<file path="src/rtl/msrv32_dmem_ctrl_if.sv">
// AHB-Lite data-side bus bundle for the msrv32 data-memory controller.
// The controller is the master; the memory or interconnect is the slave.
interface msrv32_dmem_ctrl_if;
    logic [31:0] ms_riscv32_mp_dmaddr_out;
    logic [1:0]  ms_riscv32_mp_data_htrans_out;
    logic        ms_riscv32_mp_dmwr_req_out;
    logic [3:0]  ms_riscv32_mp_dmwr_mask_out;
    logic [31:0] ms_riscv32_mp_dmdata_out;
    logic [31:0] ms_riscv32_mp_dmdata_in;
    logic        ms_riscv32_mp_hready_in;
    logic        ms_riscv32_mp_hresp_in;

    modport master (
        output ms_riscv32_mp_dmaddr_out,
        output ms_riscv32_mp_data_htrans_out,
        output ms_riscv32_mp_dmwr_req_out,
        output ms_riscv32_mp_dmwr_mask_out,
        output ms_riscv32_mp_dmdata_out,
        input  ms_riscv32_mp_dmdata_in,
        input  ms_riscv32_mp_hready_in,
        input  ms_riscv32_mp_hresp_in
    );

    modport slave (
        input  ms_riscv32_mp_dmaddr_out,
        input  ms_riscv32_mp_data_htrans_out,
        input  ms_riscv32_mp_dmwr_req_out,
        input  ms_riscv32_mp_dmwr_mask_out,
        input  ms_riscv32_mp_dmdata_out,
        output ms_riscv32_mp_dmdata_in,
        output ms_riscv32_mp_hready_in,
        output ms_riscv32_mp_hresp_in
    );
endinterface

</file>
<file path="src/rtl/msrv32_dmem_ctrl.sv">
// msrv32 data-memory controller: one AHB-Lite transfer per load/store, lane masking and load extension.
// Optional MSRV32_MISALIGN_TRAP_EN: misaligned half/word accesses skip the bus and pulse misaligned_out.
module msrv32_dmem_ctrl (
    input  logic                      ms_riscv32_mp_clk_in,
    input  logic                      ms_riscv32_mp_rst_in,
    input  logic                      mem_req_in,
    input  logic                      mem_we_in,
    input  logic [1:0]                load_size_in,
    input  logic                      load_unsigned_in,
    input  logic [31:0]               iadder_in,
    input  logic [31:0]               rs2_in,
    msrv32_dmem_ctrl_if.master        bus,
    output logic                      stall_out,
    output logic [31:0]               load_data_out,
    output logic                      load_valid_out,
    output logic                      bus_err_out,
    output logic                      misaligned_out
);
    typedef enum logic [1:0] {IDLE, ADDR, DATA, RESP} state_t;

    state_t      state_q, state_d;
    logic        we_q, we_d;
    logic [1:0]  size_q, size_d;
    logic        uns_q, uns_d;
    logic [1:0]  off_q, off_d;
    logic [31:0] addr_q, addr_d;
    logic [31:0] wdata_q, wdata_d;
    logic [3:0]  mask_q, mask_d;
    logic [31:0] ldata_q, ldata_d;
    logic        valid_q, valid_d;
    logic        err_q, err_d;
    logic        mis_q, mis_d;

    logic        accept;
    logic        misaligned;
    logic [3:0]  req_mask;
    logic [31:0] req_wdata;

    function automatic logic [31:0] load_extract(input logic [31:0] d, input logic [1:0] sz,
                                                 input logic [1:0] off, input logic uns);
        logic [7:0]  b;
        logic [15:0] h;
        b = 8'(d >> {off, 3'b000});
        h = off[1] ? d[31:16] : d[15:0];
        case (sz)
            2'b00:   return uns ? {24'b0, b} : {{24{b[7]}}, b};
            2'b01:   return uns ? {16'b0, h} : {{16{h[15]}}, h};
            default: return d;
        endcase
    endfunction

`ifdef MSRV32_MISALIGN_TRAP_EN
    assign misaligned = ((load_size_in == 2'b01) && iadder_in[0]) ||
                        (load_size_in[1] && (iadder_in[1:0] != 2'b00));
`else
    assign misaligned = 1'b0;
`endif

    always_comb begin
        req_mask  = 4'hF;
        req_wdata = rs2_in;
        case (load_size_in)
            2'b00: begin
                req_mask  = 4'b0001 << iadder_in[1:0];
                req_wdata = {4{rs2_in[7:0]}};
            end
            2'b01: begin
                req_mask  = 4'b0011 << {iadder_in[1], 1'b0};
                req_wdata = {2{rs2_in[15:0]}};
            end
            default: ;
        endcase
        if (!mem_we_in) req_mask = 4'b0000;
    end

    assign accept = ((state_q == IDLE) || (state_q == RESP)) && mem_req_in;

    always_comb begin
        state_d = state_q;
        we_d    = we_q;
        size_d  = size_q;
        uns_d   = uns_q;
        off_d   = off_q;
        addr_d  = addr_q;
        wdata_d = wdata_q;
        mask_d  = mask_q;
        ldata_d = ldata_q;
        valid_d = 1'b0;
        err_d   = 1'b0;
        mis_d   = 1'b0;
        case (state_q)
            IDLE, RESP: begin
                if (accept) begin
                    we_d    = mem_we_in;
                    size_d  = load_size_in;
                    uns_d   = load_unsigned_in;
                    off_d   = iadder_in[1:0];
                    addr_d  = {iadder_in[31:2], 2'b00};
                    wdata_d = req_wdata;
                    mask_d  = req_mask;
                    if (misaligned) begin
                        state_d = RESP;
                        mis_d   = 1'b1;
                        ldata_d = 32'b0;
                    end else begin
                        state_d = ADDR;
                    end
                end else begin
                    state_d = IDLE;
                end
            end
            ADDR: if (bus.ms_riscv32_mp_hready_in) state_d = DATA;
            DATA: begin
                if (bus.ms_riscv32_mp_hready_in) begin
                    state_d = RESP;
                    if (bus.ms_riscv32_mp_hresp_in) begin
                        err_d   = 1'b1;
                        ldata_d = 32'b0;
                    end else if (!we_q) begin
                        valid_d = 1'b1;
                        ldata_d = load_extract(bus.ms_riscv32_mp_dmdata_in, size_q, off_q, uns_q);
                    end
                end
            end
            default: state_d = IDLE;
        endcase
    end

    always_ff @(posedge ms_riscv32_mp_clk_in or posedge ms_riscv32_mp_rst_in) begin
        if (ms_riscv32_mp_rst_in) begin
            state_q <= IDLE;
            we_q    <= 1'b0;
            size_q  <= 2'b00;
            uns_q   <= 1'b0;
            off_q   <= 2'b00;
            addr_q  <= 32'b0;
            wdata_q <= 32'b0;
            mask_q  <= 4'b0000;
            ldata_q <= 32'b0;
            valid_q <= 1'b0;
            err_q   <= 1'b0;
            mis_q   <= 1'b0;
        end else begin
            state_q <= state_d;
            we_q    <= we_d;
            size_q  <= size_d;
            uns_q   <= uns_d;
            off_q   <= off_d;
            addr_q  <= addr_d;
            wdata_q <= wdata_d;
            mask_q  <= mask_d;
            ldata_q <= ldata_d;
            valid_q <= valid_d;
            err_q   <= err_d;
            mis_q   <= mis_d;
        end
    end

    assign bus.ms_riscv32_mp_dmaddr_out      = addr_q;
    assign bus.ms_riscv32_mp_data_htrans_out = (state_q == ADDR) ? 2'b10 : 2'b00;
    assign bus.ms_riscv32_mp_dmwr_req_out    = (state_q == ADDR) && we_q;
    assign bus.ms_riscv32_mp_dmwr_mask_out   = mask_q;
    assign bus.ms_riscv32_mp_dmdata_out      = wdata_q;

    assign stall_out      = (state_q == ADDR) || (state_q == DATA) || accept;
    assign load_data_out  = ldata_q;
    assign load_valid_out = valid_q;
    assign bus_err_out    = err_q;
    assign misaligned_out = mis_q;
endmodule

</file>
<file path="src/flat_wrapper.sv">
// flat-port wrapper written by rule: the top's interface ports become plain ports
module msrv32_dmem_ctrl_flat 
  (ms_riscv32_mp_clk_in, ms_riscv32_mp_rst_in, mem_req_in, mem_we_in, load_size_in, load_unsigned_in, iadder_in, rs2_in, stall_out, load_data_out, load_valid_out, bus_err_out, misaligned_out, bus_ms_riscv32_mp_dmaddr_out, bus_ms_riscv32_mp_data_htrans_out, bus_ms_riscv32_mp_dmwr_req_out, bus_ms_riscv32_mp_dmwr_mask_out, bus_ms_riscv32_mp_dmdata_out, bus_ms_riscv32_mp_dmdata_in, bus_ms_riscv32_mp_hready_in, bus_ms_riscv32_mp_hresp_in);
  msrv32_dmem_ctrl_if bus_i ();
  input  logic ms_riscv32_mp_clk_in;
  input  logic ms_riscv32_mp_rst_in;
  input  logic mem_req_in;
  input  logic mem_we_in;
  input  logic [1:0] load_size_in;
  input  logic load_unsigned_in;
  input  logic [31:0] iadder_in;
  input  logic [31:0] rs2_in;
  output logic stall_out;
  output logic [31:0] load_data_out;
  output logic load_valid_out;
  output logic bus_err_out;
  output logic misaligned_out;
  output wire logic [$bits(bus_i.ms_riscv32_mp_dmaddr_out)-1:0] bus_ms_riscv32_mp_dmaddr_out;
  output wire logic [$bits(bus_i.ms_riscv32_mp_data_htrans_out)-1:0] bus_ms_riscv32_mp_data_htrans_out;
  output wire logic [$bits(bus_i.ms_riscv32_mp_dmwr_req_out)-1:0] bus_ms_riscv32_mp_dmwr_req_out;
  output wire logic [$bits(bus_i.ms_riscv32_mp_dmwr_mask_out)-1:0] bus_ms_riscv32_mp_dmwr_mask_out;
  output wire logic [$bits(bus_i.ms_riscv32_mp_dmdata_out)-1:0] bus_ms_riscv32_mp_dmdata_out;
  input wire logic [$bits(bus_i.ms_riscv32_mp_dmdata_in)-1:0] bus_ms_riscv32_mp_dmdata_in;
  input wire logic [$bits(bus_i.ms_riscv32_mp_hready_in)-1:0] bus_ms_riscv32_mp_hready_in;
  input wire logic [$bits(bus_i.ms_riscv32_mp_hresp_in)-1:0] bus_ms_riscv32_mp_hresp_in;
  assign bus_ms_riscv32_mp_dmaddr_out = bus_i.ms_riscv32_mp_dmaddr_out;
  assign bus_ms_riscv32_mp_data_htrans_out = bus_i.ms_riscv32_mp_data_htrans_out;
  assign bus_ms_riscv32_mp_dmwr_req_out = bus_i.ms_riscv32_mp_dmwr_req_out;
  assign bus_ms_riscv32_mp_dmwr_mask_out = bus_i.ms_riscv32_mp_dmwr_mask_out;
  assign bus_ms_riscv32_mp_dmdata_out = bus_i.ms_riscv32_mp_dmdata_out;
  assign bus_i.ms_riscv32_mp_dmdata_in = bus_ms_riscv32_mp_dmdata_in;
  assign bus_i.ms_riscv32_mp_hready_in = bus_ms_riscv32_mp_hready_in;
  assign bus_i.ms_riscv32_mp_hresp_in = bus_ms_riscv32_mp_hresp_in;
  msrv32_dmem_ctrl u_core (.ms_riscv32_mp_clk_in(ms_riscv32_mp_clk_in), .ms_riscv32_mp_rst_in(ms_riscv32_mp_rst_in), .mem_req_in(mem_req_in), .mem_we_in(mem_we_in), .load_size_in(load_size_in), .load_unsigned_in(load_unsigned_in), .iadder_in(iadder_in), .rs2_in(rs2_in), .bus(bus_i), .stall_out(stall_out), .load_data_out(load_data_out), .load_valid_out(load_valid_out), .bus_err_out(bus_err_out), .misaligned_out(misaligned_out));
endmodule
</file>
<file path="config.mk">
export PLATFORM = sky130hd
export DESIGN_NAME = msrv32_dmem_ctrl_flat
export DESIGN_NICKNAME = d
export VERILOG_FILES = /design/src/rtl/msrv32_dmem_ctrl_if.sv /design/src/rtl/msrv32_dmem_ctrl.sv /design/src/flat_wrapper.sv
export SDC_FILE = /design/constraint.sdc
export NUM_CORES = 1
export LEC_CHECK = 0
export BUFFER_PORTS_ARGS = -buffer_cell sky130_fd_sc_hd__buf_2
export CORE_UTILIZATION = 43
export DETAILED_ROUTE_END_ITERATION = 10
export PLACE_DENSITY = 0.85
export REMOVE_ABC_BUFFERS = 1
export SKIP_CTS_REPAIR_TIMING = 1
export SLEW_MARGIN = 20
export SYNTH_ARGS = -nofsm -noshare
export SYNTH_HDL_FRONTEND = slang
export SYNTH_SLANG_ARGS = --single-unit
</file>
<file path="constraint.sdc">
create_clock -name ms_riscv32_mp_clk_in -period 2.91 [get_ports ms_riscv32_mp_clk_in]
set_clock_uncertainty 0.05 [all_clocks]
set_input_delay 0.1455 -clock ms_riscv32_mp_clk_in [delete_from_list [all_inputs] [get_ports ms_riscv32_mp_clk_in]]
set_output_delay 0.1455 -clock ms_riscv32_mp_clk_in [all_outputs]
set_load 0.01 [all_outputs]
</file>
After elaboration in Yosys (flattened, before gate mapping) --
Index checks and enable logic that the tools add are counted.
Word-level totals: bits in registers 108, input bits 105, output and inout bits 107, logic and storage cells 55
Operators by class: eq/ne operators 8, shift-type cells 3, multiplexer cells 21, reduce and logical (&&, ||, !) cells 12
Operator list (count):
- $mux W32 | 4
- $pmux W32 S2 | 2
- $shr A32 B5 Y8 | 1
- $mux W16 | 1
- $mux W1 | 8
- $pmux W4 S2 | 1
- $eq A2 B1 Y1 const B | 3
- $logic_not A2 Y1 | 3
- $mux W2 | 3
- $ne A2 B2 Y1 const B | 3
- $pmux W2 S3 | 1
- $eq A2 B2 Y1 const B | 2
- $mux W4 | 1
- $reduce_and A2 Y1 | 2
- $shl A1 B2 Y4 const A | 1
- $shl A2 B2 Y4 const A | 1
- $logic_or A1 B1 Y1 | 3
- $reduce_and A3 Y1 | 1
- $logic_and A1 B1 Y1 | 2
- $reduce_or A2 Y1 | 1

Longest topological paths before layout --
depth after elaboration 5, depth in mapped cells 8, gate-level depth less buffers 6

Least setup slack after synthesis --
No wires, ideal clock.
path kind register to register, start point register u_core.state_q[0], end point register u_core.addr_q[10], in the netlist u_core.bus.ms_riscv32_mp_dmaddr_out[10], data arrival time 1.643 ns, data required time 2.735 ns, slack 1.092 ns, stages on the path, launching flop included 7, clock period less this slack 1.818 ns, cell sequence dfrtp_1 > inv_1 > ha_1 > nand2_1 > clkbuf_1 > buf_2 > mux2_2
Between the ends: longest elaborated chain between the ends 4
Ends and longest elaborated chain:
- from (decl) | line msrv32_dmem_ctrl.sv:21 | state_t state_q, state_d;
- from (signal assigned) | line msrv32_dmem_ctrl.sv:144 | state_q <= state_d;
- $eq A2 B2 Y1 or $logic_not A2 Y1 (tied branches) | line msrv32_dmem_ctrl.sv:76, msrv32_dmem_ctrl.sv:91
- $logic_or A1 B1 Y1 | line msrv32_dmem_ctrl.sv:76 | assign accept = ((state_q == IDLE) || (state_q == RESP)) && mem_req_in;
- $logic_and A1 B1 Y1 | line msrv32_dmem_ctrl.sv:76
- $reduce_and A2 Y1 (no line) (*)
- to (signal assigned) | line msrv32_dmem_ctrl.sv:149 | addr_q <= addr_d;
- to (decl) | line msrv32_dmem_ctrl.sv:26 | logic [31:0] addr_q, addr_d;
Every way passes the cells marked *; elsewhere a longest branch is shown, timed or not. A chain may end at the register's enable or synchronous reset.

Worst setup path in the final report --
start point register u_core.state_q[0], end point register u_core.ldata_q[16], in the netlist u_core.load_data_out[16]
Between the ends: longest elaborated chain between the ends 2
Ends and longest elaborated chain:
- $eq A2 B2 Y1 | line msrv32_dmem_ctrl.sv:91 | case (state_q)
- $reduce_and A3 Y1 (no line)
- to (signal assigned) | line msrv32_dmem_ctrl.sv:152 | ldata_q <= ldata_d;
- to (decl) | line msrv32_dmem_ctrl.sv:29 | logic [31:0] ldata_q, ldata_d;
No other way between the ends.

==> metrics.cfg <==
[cts]
numClockSinks = 108
htree_levels = 3
clock_tree.buffer_depth = 2
cts_root_buf = sky130_fd_sc_hd__clkbuf_16
worst_setup_hold_path_clk_slew_ns = 0.07
numCtsBuffers = 9
clock_tree_from_tritoncts = done
worst_skew_pair.late_latency_ns = 0.35

[die]
placement_rows = 38
die_height_um = 108.6
die_w_um = 108.6
die-area_um2 = 11790
initial_utilization = 0.4467
core-area_um2 = 10940
pin_count = 212

[global_routing]
grt_overflow = 0
antenna_violations_before_repair = 1
grt_pass1_vias = 4129
grt_start_max_net_pins = 57
grt.total_usage = 0.2303
first_pass_grt_wire_length_um = 20600

[power_and_ir_drop]
worst_ir_drop_vdd_mv = 0.6305
static-leakage-power_nw = 3.360
power_per_cell_area_nw_per_um2 = 1017
total_power_mw = 6.796

[final_layout]
area_taken_by_flip_flops_and_latches_um2 = 2703
drive_above_1_share = 0.4281
nNetsFinal = 763
total_area_of_multi_input_combinational_cells_um2 = 2012
final_cell_mix = sky130_fd_sc_hd__buf_2, sky130_fd_sc_hd__dfrtp_1, sky130_fd_sc_hd__mux2_2, sky130_fd_sc_hd__nand2_1, sky130_fd_sc_hd__o21ai_0
stdcell_count = 802
fill_cells = 898
flow.area_growth_from_synthesis_pct = 36.78
commonest_non_fill_non_tap_cell_in_the_layout = sky130_fd_sc_hd__buf_2

[sta]
min_period_over_period = 0.7285
actual_transition_at_the_worst_max_transition_pin_ns = 1.004
max_slew_margin_vs_limit = 0.3305
holdWs_ns = -0.001000
timing_max_transition_violations_final = 0
setup-violations-final = 0
max_freq_mhz = 471.7
timing_hold_violations_final = 1
final_period_minus_worst_setup_slack_ns = 2.120
unrepaired_setup_endpoints_after_global_routing = false
finalWorstSetupSlack_ns = 0.7899

[detailed_routing]
dr.first_iter.drc_count = 269
routed_wl_per_cell_um = 18.05
route.vias.total = 4346
antenna_left = 0
drt-total-wl_um = 14480
drc = 0
detailedRoute.firstPassIterationCount = 5
avgViaCountPerCell = 5.419

[placement]
port_buffers = 207
post-dp-hpwl_um = 9825
globalplace.congestion = 0.8404
place.detailed.instances = 748
dp_slack_ns = 0.8256

[critical_path]
critPathKind = register to register
cp_required_ns = 3.15
worst_ep_arrival_time_ns = 2.36
crit_path_start_kind = register
path_max_fanout = 19
worstSetupEndpointType = register

[logic_synthesis]
yosys_register_bits = 108
ys_types = 41
synth.avg_cell_area_um2 = 11.52
postSynthCellCount = 424
portion_of_the_post_synthesis_area_used_by_sequential_elements = 0.5533
yosys.area.top_type = sky130_fd_sc_hd__dfrtp_1
synthesis.area_um2 = 4885
netlist_top_cells_area = sky130_fd_sc_hd__dfrtp_1, sky130_fd_sc_hd__mux2_2, sky130_fd_sc_hd__mux2i_1
synthesis.yosys.warnings = 0
netlist.area_leader.share = 0.5533

[flow_run]
max_cap_violations = 0

[status]
violated_checks = hold timing
status = finished, violations left

[worst_hold_path]
hold_path_class = input pin to register

==> cell usage after synthesis <==
library cell and instances:
sky130_fd_sc_hd__o211ai_1 7, sky130_fd_sc_hd__buf_6 1, sky130_fd_sc_hd__dfrtp_1 108, sky130_fd_sc_hd__nand2b_1 10, sky130_fd_sc_hd__a32o_1 7, sky130_fd_sc_hd__or4_1 1, sky130_fd_sc_hd__mux2i_1 33, sky130_fd_sc_hd__nor4_1 1
sky130_fd_sc_hd__o21bai_1 1, sky130_fd_sc_hd__buf_4 4, sky130_fd_sc_hd__inv_1 7, sky130_fd_sc_hd__mux2_2 45, sky130_fd_sc_hd__a21o_1 3, sky130_fd_sc_hd__buf_2 14, sky130_fd_sc_hd__nor2_1 13, sky130_fd_sc_hd__a211oi_4 1
sky130_fd_sc_hd__and2_1 2, sky130_fd_sc_hd__and3_1 1, sky130_fd_sc_hd__buf_1 1, sky130_fd_sc_hd__o2bb2ai_1 1, sky130_fd_sc_hd__a21boi_0 1, sky130_fd_sc_hd__clkbuf_2 1, sky130_fd_sc_hd__nor4bb_1 1, sky130_fd_sc_hd__a22o_1 1
sky130_fd_sc_hd__o31ai_1 2, sky130_fd_sc_hd__o21ai_0 43, sky130_fd_sc_hd__a21oi_1 17, sky130_fd_sc_hd__a221o_1 17, sky130_fd_sc_hd__nor2b_1 1, sky130_fd_sc_hd__o21ai_1 2, sky130_fd_sc_hd__clkbuf_1 12, sky130_fd_sc_hd__inv_2 1
sky130_fd_sc_hd__conb_1 1, sky130_fd_sc_hd__nand2_2 1, sky130_fd_sc_hd__nor3_1 3, sky130_fd_sc_hd__nand2_1 46, sky130_fd_sc_hd__nor2_2 1, sky130_fd_sc_hd__a211oi_1 2, sky130_fd_sc_hd__a21oi_2 1, sky130_fd_sc_hd__or3_1 7
sky130_fd_sc_hd__ha_1 2
==> critical path: stages (launching register included) <==
cell,delay [ns]
sky130_fd_sc_hd__dfrtp_1,0.41
sky130_fd_sc_hd__inv_1,0.07
sky130_fd_sc_hd__ha_1,0.17
sky130_fd_sc_hd__nor4bb_2,0.21
sky130_fd_sc_hd__buf_4,0.27
sky130_fd_sc_hd__nand2_2,0.09
sky130_fd_sc_hd__a211oi_4,0.57
sky130_fd_sc_hd__a221o_1,0.21
==> kinds of logic (layout without fill, tap and decap cells) <==
logic type,after synthesis,in the layout,share of synthesized area
AO/OA/AOI/OAI,106,106,0.1468
adder cells (fa/ha/maj),2,2,0.005122
buffers and inverters,41,275,0.03996
flip-flops,108,108,0.5533
multiplexers,78,78,0.1714
other,1,5,0.0007677
AND/OR/NAND/NOR,88,88,0.08274
==> metal layers <==
layer,global-route usage,part of all wire,vias up
li1,-,-,1976
met1,0.2718,0.38,2093
met2,0.3870,0.51,251
met3,0.07595,0.088,26
met4,0.08977,0.023,0
met5,0,0,-
==> power breakdown <==
group	switching (mW)	internal [mW]	total, mW
Combinational	1.55	1.37	2.92
Clock	0.580	0.611	1.19
Sequential	0.503	2.19	2.69
Total	2.63	4.17	6.80
==> registers in the layout (all words and copies together) (netlist names) <==
| name | count |
|---|---|
| u_core.bus.ms_riscv32_mp_dmdata_out | 32 |
| u_core.load_data_out | 32 |
| u_core.bus.ms_riscv32_mp_dmaddr_out | 30 |
| u_core.bus.ms_riscv32_mp_dmwr_mask_out | 4 |
| u_core.off_q | 2 |
| u_core.size_q | 2 |
| u_core.state_q | 2 |
| u_core.bus_err_out | 1 |
| u_core.load_valid_out | 1 |
| u_core.uns_q | 1 |
| u_core.we_q | 1 |
==> stage by stage <==
stage	hold WS [ns]	cell area (um^2)	utilization	setup TNS (ns)
2_1_floorplan	0.2245	4731	-	-20.89
3_3_place_gp	0.2466	6023	0.5508	0
3_5_place_dp	0.2616	6023	0.5508	0
4_1_cts	-0.1210	6309	0.5769	0
5_1_grt	0.0009804	6681	0.6110	0
6_report	-0.001000	6681	0.6110	0
==> path summary, 6_finish.rpt <==
path                                                         startpoint                                       to  slack [ns]  depth (start not counted)
worst min register to register  u_core.bus.ms_riscv32_mp_dmdata_out[25]  u_core.bus.ms_riscv32_mp_dmdata_out[25]        0.43                          2
min in group asynchronous                          ms_riscv32_mp_rst_in  u_core.bus.ms_riscv32_mp_dmaddr_out[18]        0.40                          3
worst max-delay path                                  u_core.state_q[0]                 u_core.load_data_out[16]        0.79                          7
worst max register to register                        u_core.state_q[0]                 u_core.load_data_out[16]        0.79                          7
worst min-delay path                         bus_ms_riscv32_mp_hresp_in                       u_core.bus_err_out      -0.001                          3
max in group asynchronous                          ms_riscv32_mp_rst_in  u_core.bus.ms_riscv32_mp_dmdata_out[30]        1.58                          4
==> area by class of cell <==
class | instances | share of cell area
clock inverter | 6 | 0.006929
tap | 140 | 0.02622
multi-input combinational | 278 | 0.3011
inverter | 8 | 0.004869
antenna | 1 | 0.0003745
timing repair buffer | 251 | 0.2202
clock buffer | 10 | 0.03577
sequential | 108 | 0.4045
Power figures use the tool's default switching activity.
